$ cat config.mk
export PLATFORM = sky130hd
export DESIGN_NAME = uart_tx_arbiter
export DESIGN_NICKNAME = d
export VERILOG_FILES = /design/src/rtl/uart_arb_pkg.sv /design/src/rtl/rr_arbiter.sv /design/src/rtl/uart_tx_arbiter.sv
export SDC_FILE = /design/constraint.sdc
export NUM_CORES = 1
export LEC_CHECK = 0
export BUFFER_PORTS_ARGS = -buffer_cell sky130_fd_sc_hd__clkbuf_2
export CAP_MARGIN = 0
export CORE_UTILIZATION = 32
export DETAILED_ROUTE_END_ITERATION = 12
export PLACE_DENSITY_LB_ADDON = 0.08
export SYNTH_ARGS = -nofsm -noshare
export SYNTH_HDL_FRONTEND = slang
export SYNTH_SLANG_ARGS = --single-unit
$ cat constraint.sdc
create_clock -name clk -period 6.5 [get_ports clk]
set_input_delay 0.325 -clock clk [delete_from_list [all_inputs] [get_ports clk]]
set_output_delay 0.325 -clock clk [all_outputs]
set_load 0.01 [all_outputs]
$ cat src/rtl/uart_arb_pkg.sv
// Shared types and constants for the UART TX arbiter: FSM state encoding,
// grant index width and the round-robin pointer advance helper.
package uart_arb_pkg;

    localparam int NUM_REQ_MAX = 8;
    localparam int GRANT_W     = 3;

    typedef enum logic [1:0] {
        IDLE,
        GRANT,
        WAIT_HI,
        WAIT_LO
    } arb_state_e;

    // Position after g, wrapping from num_req-1 back to 0.
    function automatic logic [GRANT_W-1:0] rr_next(input logic [GRANT_W-1:0] g,
                                                   input int                  num_req);
        return (int'(g) == num_req - 1) ? '0 : g + 1'b1;
    endfunction

endpackage

$ cat src/rtl/rr_arbiter.sv
// Combinational round-robin pick: first set bit of req at or after rr_ptr,
// wrapping modulo NUM_REQ.
module rr_arbiter
    import uart_arb_pkg::*;
#(
    parameter int NUM_REQ = 4
) (
    input  logic [NUM_REQ-1:0] req,
    input  logic [GRANT_W-1:0] rr_ptr,
    output logic               found,
    output logic [GRANT_W-1:0] g
);

    logic [2*NUM_REQ-1:0] req_dbl;
    logic [NUM_REQ-1:0]   req_rot;

    // Rotating the doubled vector puts rr_ptr at bit 0, so the lowest set
    // bit of req_rot is the highest-priority requester.
    assign req_dbl = {req, req};
    assign req_rot = NUM_REQ'(req_dbl >> rr_ptr);

    always_comb begin
        int idx;
        found = 1'b0;
        g     = '0;
        idx   = 0;
        for (int k = NUM_REQ - 1; k >= 0; k--) begin
            if (req_rot[k]) begin
                idx = int'(rr_ptr) + k;
                if (idx >= NUM_REQ) begin
                    idx = idx - NUM_REQ;
                end
                found = 1'b1;
                g     = GRANT_W'(idx);
            end
        end
    end

endmodule

$ cat src/rtl/uart_tx_arbiter.sv
// Round-robin sharing of one uart_tx between NUM_REQ byte requesters.
// Optional grant locking is compiled in with `define UART_ARB_LOCK_EN.
module uart_tx_arbiter
    import uart_arb_pkg::*;
#(
    parameter int NUM_REQ      = 4,
    parameter int BUSY_TIMEOUT = 16
) (
    input  logic                 clk,
    input  logic                 rst_n,
    input  logic [NUM_REQ-1:0]   req_valid,
    input  logic [8*NUM_REQ-1:0] req_data,
    input  logic [NUM_REQ-1:0]   req_lock,
    output logic [NUM_REQ-1:0]   req_ack,
    input  logic                 tx_busy,
    output logic [7:0]           tx_data,
    output logic                 tx_start,
    output logic [GRANT_W-1:0]   grant_id,
    output logic                 arb_busy
);

    localparam int CNT_W = $clog2(BUSY_TIMEOUT + 1);

    arb_state_e           state_q, state_d;
    logic [GRANT_W-1:0]   rr_ptr_q, rr_ptr_d;
    logic [GRANT_W-1:0]   grant_id_q, grant_id_d;
    logic [7:0]           tx_data_q, tx_data_d;
    logic [NUM_REQ-1:0]   req_ack_q, req_ack_d;
    logic                 tx_start_q, tx_start_d;
    logic [CNT_W-1:0]     tmo_cnt_q, tmo_cnt_d;

    logic [NUM_REQ-1:0]   arb_req;
    logic                 arb_found;
    logic [GRANT_W-1:0]   arb_g;
    logic                 lock_active;

`ifdef UART_ARB_LOCK_EN
    logic                 lock_q, lock_d;
    logic [NUM_REQ-1:0]   grant_mask;

    // While reserved, only the previous grantee is visible to the picker.
    assign grant_mask  = NUM_REQ'(1) << grant_id_q;
    assign arb_req     = lock_q ? (req_valid & grant_mask) : req_valid;
    assign lock_active = lock_q;
`else
    logic                 unused_lock;

    assign unused_lock = ^req_lock;
    assign arb_req     = req_valid;
    assign lock_active = 1'b0;
`endif

    rr_arbiter #(
        .NUM_REQ (NUM_REQ)
    ) u_rr (
        .req    (arb_req),
        .rr_ptr (rr_ptr_q),
        .found  (arb_found),
        .g      (arb_g)
    );

    always_ff @(posedge clk or negedge rst_n) begin
        if (!rst_n) begin
            state_q    <= IDLE;
            rr_ptr_q   <= '0;
            grant_id_q <= '0;
            tx_data_q  <= '0;
            req_ack_q  <= '0;
            tx_start_q <= 1'b0;
            tmo_cnt_q  <= '0;
`ifdef UART_ARB_LOCK_EN
            lock_q     <= 1'b0;
`endif
        end else begin
            state_q    <= state_d;
            rr_ptr_q   <= rr_ptr_d;
            grant_id_q <= grant_id_d;
            tx_data_q  <= tx_data_d;
            req_ack_q  <= req_ack_d;
            tx_start_q <= tx_start_d;
            tmo_cnt_q  <= tmo_cnt_d;
`ifdef UART_ARB_LOCK_EN
            lock_q     <= lock_d;
`endif
        end
    end

    always_comb begin
        state_d    = state_q;
        rr_ptr_d   = rr_ptr_q;
        grant_id_d = grant_id_q;
        tx_data_d  = tx_data_q;
        req_ack_d  = '0;
        tx_start_d = 1'b0;
        tmo_cnt_d  = tmo_cnt_q;
`ifdef UART_ARB_LOCK_EN
        lock_d     = lock_q;
`endif
        unique case (state_q)
            IDLE: begin
                // Byte, ack and start are registered on the IDLE->GRANT edge so
                // tx_data is already valid while tx_start is high.
                if (arb_found && !tx_busy) begin
                    state_d    = GRANT;
                    tx_data_d  = req_data[8*int'(arb_g) +: 8];
                    grant_id_d = arb_g;
                    req_ack_d  = NUM_REQ'(1) << arb_g;
                    tx_start_d = 1'b1;
                    if (!lock_active) begin
                        rr_ptr_d = rr_next(arb_g, NUM_REQ);
                    end
                end
            end
            GRANT: begin
                state_d   = WAIT_HI;
                tmo_cnt_d = '0;
            end
            WAIT_HI: begin
                if (tx_busy) begin
                    state_d = WAIT_LO;
                end else if (tmo_cnt_q == CNT_W'(BUSY_TIMEOUT - 1)) begin
                    state_d = IDLE;
`ifdef UART_ARB_LOCK_EN
                    lock_d  = 1'b0;
`endif
                end else begin
                    tmo_cnt_d = tmo_cnt_q + 1'b1;
                end
            end
            WAIT_LO: begin
                if (!tx_busy) begin
                    state_d = IDLE;
`ifdef UART_ARB_LOCK_EN
                    lock_d  = |(req_lock & grant_mask);
`endif
                end
            end
            default: state_d = IDLE;
        endcase
    end

    assign req_ack  = req_ack_q;
    assign tx_start = tx_start_q;
    assign tx_data  = tx_data_q;
    assign grant_id = grant_id_q;
    assign arb_busy = (state_q != IDLE);

endmodule

==> flow_summary.json, run 1 <==
{
  "syn_inst": 212,
  "clk_pin_slew_ps": 100,
  "finalNonFillerCells": 330,
  "place_inst": 326,
  "dp_hpwl_mm": 3.76,
  "synth_nets": 259,
  "max_freq_ghz": 0.299,
  "cts_tree": "yes",
  "path_cells": "inv_1, ha_1, inv_1, a31oi_1, o22ai_1, o31a_1, clkinv_2, o211ai_1, a221oi_1, o31ai_1",
  "netlist_area_um2": 1920,
  "drive_gt1_share_pct": 27.9,
  "die_w_um": 79.4,
  "core_area_um2": 5640,
  "firstDrtPassIters": 6,
  "yosys_warnings": 0,
  "synth.distinct_cells": 48,
  "ys_seq_elements": 26,
  "period_share_pct": 51.4,
  "r2r-end": "tx_data[5]",
  "fin_skew_ps": 12.1,
  "grt_pass1_wl_mm": 8.29,
  "clock_sinks": 26,
  "root_buffer": "clkbuf_8",
  "p_total_uw": 1020,
  "fp.dieArea_um2": 6310,
  "vias": 1794,
  "crit_buf_inv": 3,
  "synth_top_cell_area_share_pct": 33.9,
  "hold_path.class": "input port to async pin",
  "diodes": 0,
  "pre_cts_ws_ps": 3190,
  "cts_htree_levels": 1,
  "run_status": "completed",
  "antenna_found_initial": 0,
  "crit_path_max_incr_delay_ps": 720,
  "vdd_ir_drop_max_mv": 0.191,
  "hold_ws_ps": 58.1,
  "setup_viol": 0,
  "crit_family": "compound AO/OA/AOI/OAI gates",
  "rsz0062_at_grt": "no",
  "synth_top_area_cell": "dfrtp_1",
  "tightest_slew_ps": 1020,
  "drt-initial-drc-count": 81,
  "synth_xor_xnor_area_share_pct": 0,
  "hold_violations": 0,
  "synth-adder-area-share_pct": 2.61,
  "drc": 0,
  "grt_pass1_vias": 1656,
  "cts_resized": 0,
  "endpoint_kind": "register",
  "finalWorstSetupSlack_ps": 3160,
  "clk_latency_ps": 270,
  "ff2ff_path_depth": 10,
  "clockBufferDepth": 2,
  "cts_made_buffers": 3,
  "start_util_pct": 34.0,
  "die_h_um": 79.4,
  "synth_top_family_by_area": "compound AO/OA/AOI/OAI gates",
  "grt.total_usage_pct": 16.6,
  "crit_fanout": 17,
  "grt_start_max_net_pins": 27,
  "drt-total-wl_mm": 5.01,
  "synth_compound_area_share_pct": 26.7,
  "crit_slowest_cell": "dfrtp_1",
  "rows": 27,
  "arrival_ps": 3510,
  "power.density_nw_per_um2": 451,
  "wl_per_cell_um": 15.2,
  "maxCapViolations": 0,
  "grt_overflow": 0,
  "yosysSeqAreaShare_pct": 33.9,
  "yosys.area_share.simple_pct": 17.9,
  "start_kind": "register",
  "postCtsHoldBufs": 0,
  "port_buffers": 55,
  "synth.area.mux_share_pct": 12.3,
  "cpMostUsedCell": "inv_1",
  "io_pins": 60,
  "drv_slew": 0,
  "min_period_ps": 3340,
  "nNetsFinal": 306,
  "place.gp.congestion": 0.790,
  "post_cts_buffers": 0,
  "area_growth_pct": 18.3,
  "cp.required_ps": 6670,
  "avgViaCountPerCell": 5.44,
  "antenna_left": 0,
  "setup_tns_ps": 0,
  "p_leak_uw": 0.00108,
  "synth.area.top_cells": "dfrtp_1 (34%), mux2i_1 (9.9%), a221oi_1 (6.4%)",
  "r2r-start": "rr_ptr_q[0]",
  "max_slew_margin_pct": 31.8,
  "avgSynthCellArea_um2": 9.05,
  "regToRegSetupSlack_ps": 3160,
  "worstSetupPathType": "register to register"
}
cells by family (layout without fill, tap and decap cells):
group | Yosys count | after routing
adders and majority gates | 4 | 4
AOI/OAI and AO/OA | 67 | 67
muxes | 22 | 22
buffers and inverters | 22 | 68
and+or+nand+nor | 71 | 71
DFF | 26 | 26
cell type report:
type                    instances  area, um2
flip-flops and latches         26        651
well taps                      72       90.1
clock inverters                 1       30.0
fillers                       584       3370
inverters                       8       33.8
clock buffers                   3       41.3
repair buffers                 56        283
multi-input cells             164       1140
flip-flops by register name, summed over array words and instances, names as in the netlist:
register / flops
grant_id: 3
req_ack: 4
rr_ptr_q: 3
state_q: 2
tmo_cnt_q: 5
tx_data: 8
tx_start: 1
per-stage QoR:
step                util [%]  instance area (um2)
floorplan                  -                 1920
global placement        39.0                 2200
detailed placement      39.0                 2200
CTS                     40.2                 2270
global route            40.2                 2270
finish                  40.2                 2270
cells in the final DEF, fill, tap and decap left out, types with 2 or more instances in the layout:
| cell type | n |
|---|---|
| clkbuf_2 | 55 |
| nand2_1 | 30 |
| dfrtp_1 | 26 |
| mux2i_1 | 19 |
| o211ai_1 | 16 |
| a221oi_1 | 14 |
| nor2_1 | 13 |
| a21oi_1 | 8 |
| nor3_1 | 7 |
| o21ai_0 | 7 |
| o31ai_1 | 7 |
| inv_1 | 5 |
| ha_1 | 4 |
| nor2b_1 | 3 |
| and2_1 | 3 |
| clkbuf_8 | 3 |
| nand3b_1 | 2 |
| a31oi_1 | 2 |
| o31a_1 | 2 |
| nor4_1 | 2 |
| and3_1 | 2 |
synthesized netlist by cell type (all sizes together):
cell type	number
nand2	31
dfrtp	26
mux2i	19
o211ai	16
a221oi	14
nor2	13
a21oi	8
buf	7
clkbuf	7
inv	7
nor3	7
o21ai	7
o31ai	7
ha	4
and2	3
nor2b	3
a31oi	2
and3	2
mux2	2
nand2b	2
nand3b	2
nor4	2
o31a	2
or2	2
a2111oi	1
a211o	1
a21boi	1
a21o	1
a311o	1
a311oi	1
a31o	1
and4b	1
clkinv	1
mux4	1
nand4	1
o21a	1
o21ba	1
o22ai	1
o32ai	1
or3	1
or3b	1
layer usage:
layer	part of all wire (%)	up-vias	track usage, %
met5	0	-	0
met4	1.1	0	5.27
met3	4.5	4	2.06
met2	41	61	22.6
met1	53	830	26.2
li1	-	899	-
power breakdown:
| group | internal [uW] | switching [uW] |
|---|---|---|
| clock network | 82.4 | 50.8 |
| logic | 251 | 358 |
| registers | 216 | 65.4 |
| total | 550 | 474 |
worst max path at each step:
stage | from | end | slack, ps | cells after the start
4_1_cts | rr_ptr_q[0] | tx_data[5] | 3130 | 10
5_1_grt | rr_ptr_q[0] | tx_data[3] | 2870 | 10
3_5_place_dp | rr_ptr_q[0] | tx_data[5] | 3190 | 10
6_report | rr_ptr_q[0] | tx_data[5] | 3160 | 10
3_3_place_gp | rr_ptr_q[0] | tx_data[5] | 3180 | 10
2_1_floorplan | rr_ptr_q[0] | rr_ptr_q[1] | 4050 | 14
No activity file was read; power rests on OpenSTA's default activity.
==> inputs of run 2 (changes only) <==
ABC_AREA = 1   (was unset)
clock period = 2.9 ns   (was 6.5 ns; I/O delays follow)
==> flow_summary.json, run 2 <==
{
  "die_h_um": 75.1,
  "ys_seq_elements": 26,
  "die_w_um": 75.1,
  "power.density_nw_per_um2": 1130,
  "hold_ws_ps": 217,
  "avgViaCountPerCell": 4.42,
  "yosys_warnings": 0,
  "fin_skew_ps": 4.94,
  "drc": 0,
  "cts_tree": "yes",
  "synth_ff_type": "dfrtp_1",
  "setup_viol": 0,
  "yosysSeqAreaShare_pct": 38.1,
  "syn_inst": 234,
  "clockBufferDepth": 2,
  "synth_top_cell_area_share_pct": 38.1,
  "yosys.area_share.simple_pct": 43.3,
  "synth_top_family_by_area": "simple AND/OR/NAND/NOR gates",
  "synth-edff-count": 0,
  "grt.total_usage_pct": 15.4,
  "synth.area.mux_share_pct": 0,
  "cts_htree_levels": 1,
  "ff2ff_path_depth": 11,
  "max_freq_ghz": 0.457,
  "vdd_ir_drop_max_mv": 0.347,
  "hold_path.class": "input port to register",
  "clk_latency_ps": 270,
  "min_period_ps": 2190,
  "start_kind": "register",
  "setup_tns_ps": 0,
  "synth_top_area_cell": "dfrtp_1",
  "port_buffers": 55,
  "root_buffer": "clkbuf_8",
  "period_share_pct": 75.4,
  "core_area_um2": 5140,
  "vias": 1588,
  "rsz0062_at_grt": "no",
  "max_slew_margin_pct": 56.9,
  "synth.area.top_cells": "dfrtp_1 (38%), nand2_1 (15%), nand3_1 (9.1%)",
  "min_path_cells": 3,
  "ys_top_cells_by_count": "nand2_1 (67), nand3_1 (31), dfrtp_1 (26)",
  "grt_pass1_vias": 1474,
  "synthArstFlopShare_pct": 100,
  "netlist_area_um2": 1710,
  "post_cts_buffers": 0,
  "io_pins": 60,
  "synth_xor_xnor_area_share_pct": 0,
  "drive_gt1_share_pct": 31.5,
  "place.gp.congestion": 0.755,
  "antenna_left": 0,
  "arrival_ps": 2340,
  "maxCapViolations": 0,
  "synth_compound_area_share_pct": 4.98,
  "grt_start_max_net_pins": 27,
  "final_common_cell": "nand2_1",
  "drt-total-wl_mm": 3.96,
  "area_growth_pct": 22.5,
  "largest_reg_flops": 8,
  "dp_hpwl_mm": 2.95,
  "most-common-layout-cells": "nand2_1 (67), clkbuf_2 (55), nand3_1 (31)",
  "firstDrtPassIters": 4,
  "synth_most_common_cell": "nand2_1",
  "clock_sinks": 26,
  "drt-initial-drc-count": 67,
  "wl_per_cell_um": 11.0,
  "run_status": "completed",
  "hold_violations": 0,
  "crit_fanout": 19,
  "grt_pass1_wl_mm": 6.62,
  "avgSynthCellArea_um2": 7.30,
  "fp.dieArea_um2": 5640,
  "p_leak_uw": 0.00119,
  "rows": 26,
  "cts_resized": 0,
  "nNetsFinal": 337,
  "tightest_slew_ps": 647,
  "diodes": 0,
  "grt_overflow": 0,
  "synth.distinct_cells": 28,
  "antenna_found_initial": 0,
  "synth-adder-area-share_pct": 2.93,
  "endpoint_kind": "register",
  "worstSetupPathType": "register to register",
  "cts_made_buffers": 3,
  "clk_pin_slew_ps": 90,
  "drv_slew": 0,
  "start_util_pct": 33.3,
  "cp.required_ps": 3060,
  "synth_nets": 281,
  "postCtsHoldBufs": 1
}
-- run 2: cell types whose count changed after synthesis, moves of 14 or more --
cell	change
nand2_1	+37
inv_1	+20
nand3_1	+31
mux2i_1	-19
a221oi_1	-14
o211ai_1	-16
nand2_2	+18
-- run 2: cells by family after synthesis --
group / after synthesis
AND/OR/NAND/NOR: 152
buffers and inverters: 38
flip-flops: 26
AO/OA/AOI/OAI: 14
adder cells (fa/ha/maj): 4
-- run 2: per-stage QoR --
stage	total power [uW]	util [%]	area [um2]	std cells	worst slack (ps)
after global routing	2660	40.7	2090	359	486
after floorplan	1850	-	1710	234	1100
final	2380	40.7	2090	359	712
after detailed placement	2180	39.5	2030	354	695
after CTS	2430	40.7	2090	359	668
after global placement	2190	39.5	2030	354	668
-- run 2: critical path, cell delays in order, from the launching register on --
cell	delay (ps)
dfrtp_1	620
inv_8	80
nand2_2	80
nand3_1	100
nand2_2	110
inv_2	50
nand2_2	80
nand3_4	220
nand2_4	310
ha_1	280
nand2_1	60
o21ai_0	70
-- run 2: metal layers --
layer,part of all wire (%),global-route usage [%],up-vias,wire (um)
met5,0,0,-,0
met2,46,26.7,40,1840
met3,4.5,3.61,2,177
met1,49,19.9,700,1930
met4,0.35,1.89,0,14
li1,-,-,846,-
-- run 2: where the power goes --
group / leakage [uW] / internal, uW / total (uW) / switching, uW
registers: 0.000338 / 493 / 602 / 109
logic: 0.000822 / 530 / 1540 / 1010
clock network: 0.0000288 / 121 / 236 / 115
total: 0.00119 / 1140 / 2380 / 1230
-- run 2: worst paths after layout --
kind                                   from           end  slack (ps)
worst max-delay path            rr_ptr_q[0]   rr_ptr_q[1]         710
worst min-delay path                tx_busy    state_q[1]         220
worst max register to register  rr_ptr_q[0]   rr_ptr_q[1]         710
worst min register to register   tx_data[2]    tx_data[2]         490
max in group asynchronous             rst_n    req_ack[1]        2060
min in group asynchronous             rst_n  tmo_cnt_q[2]         420
-- run 2: layout make-up --
cell class                 instances  area (um2)
inverter                          31         124
sequential                        26         651
timing repair buffer              58         300
tap                               70        87.6
multi-input combinational        170         876
fill                             594        3050
clock buffer                       4        55.1
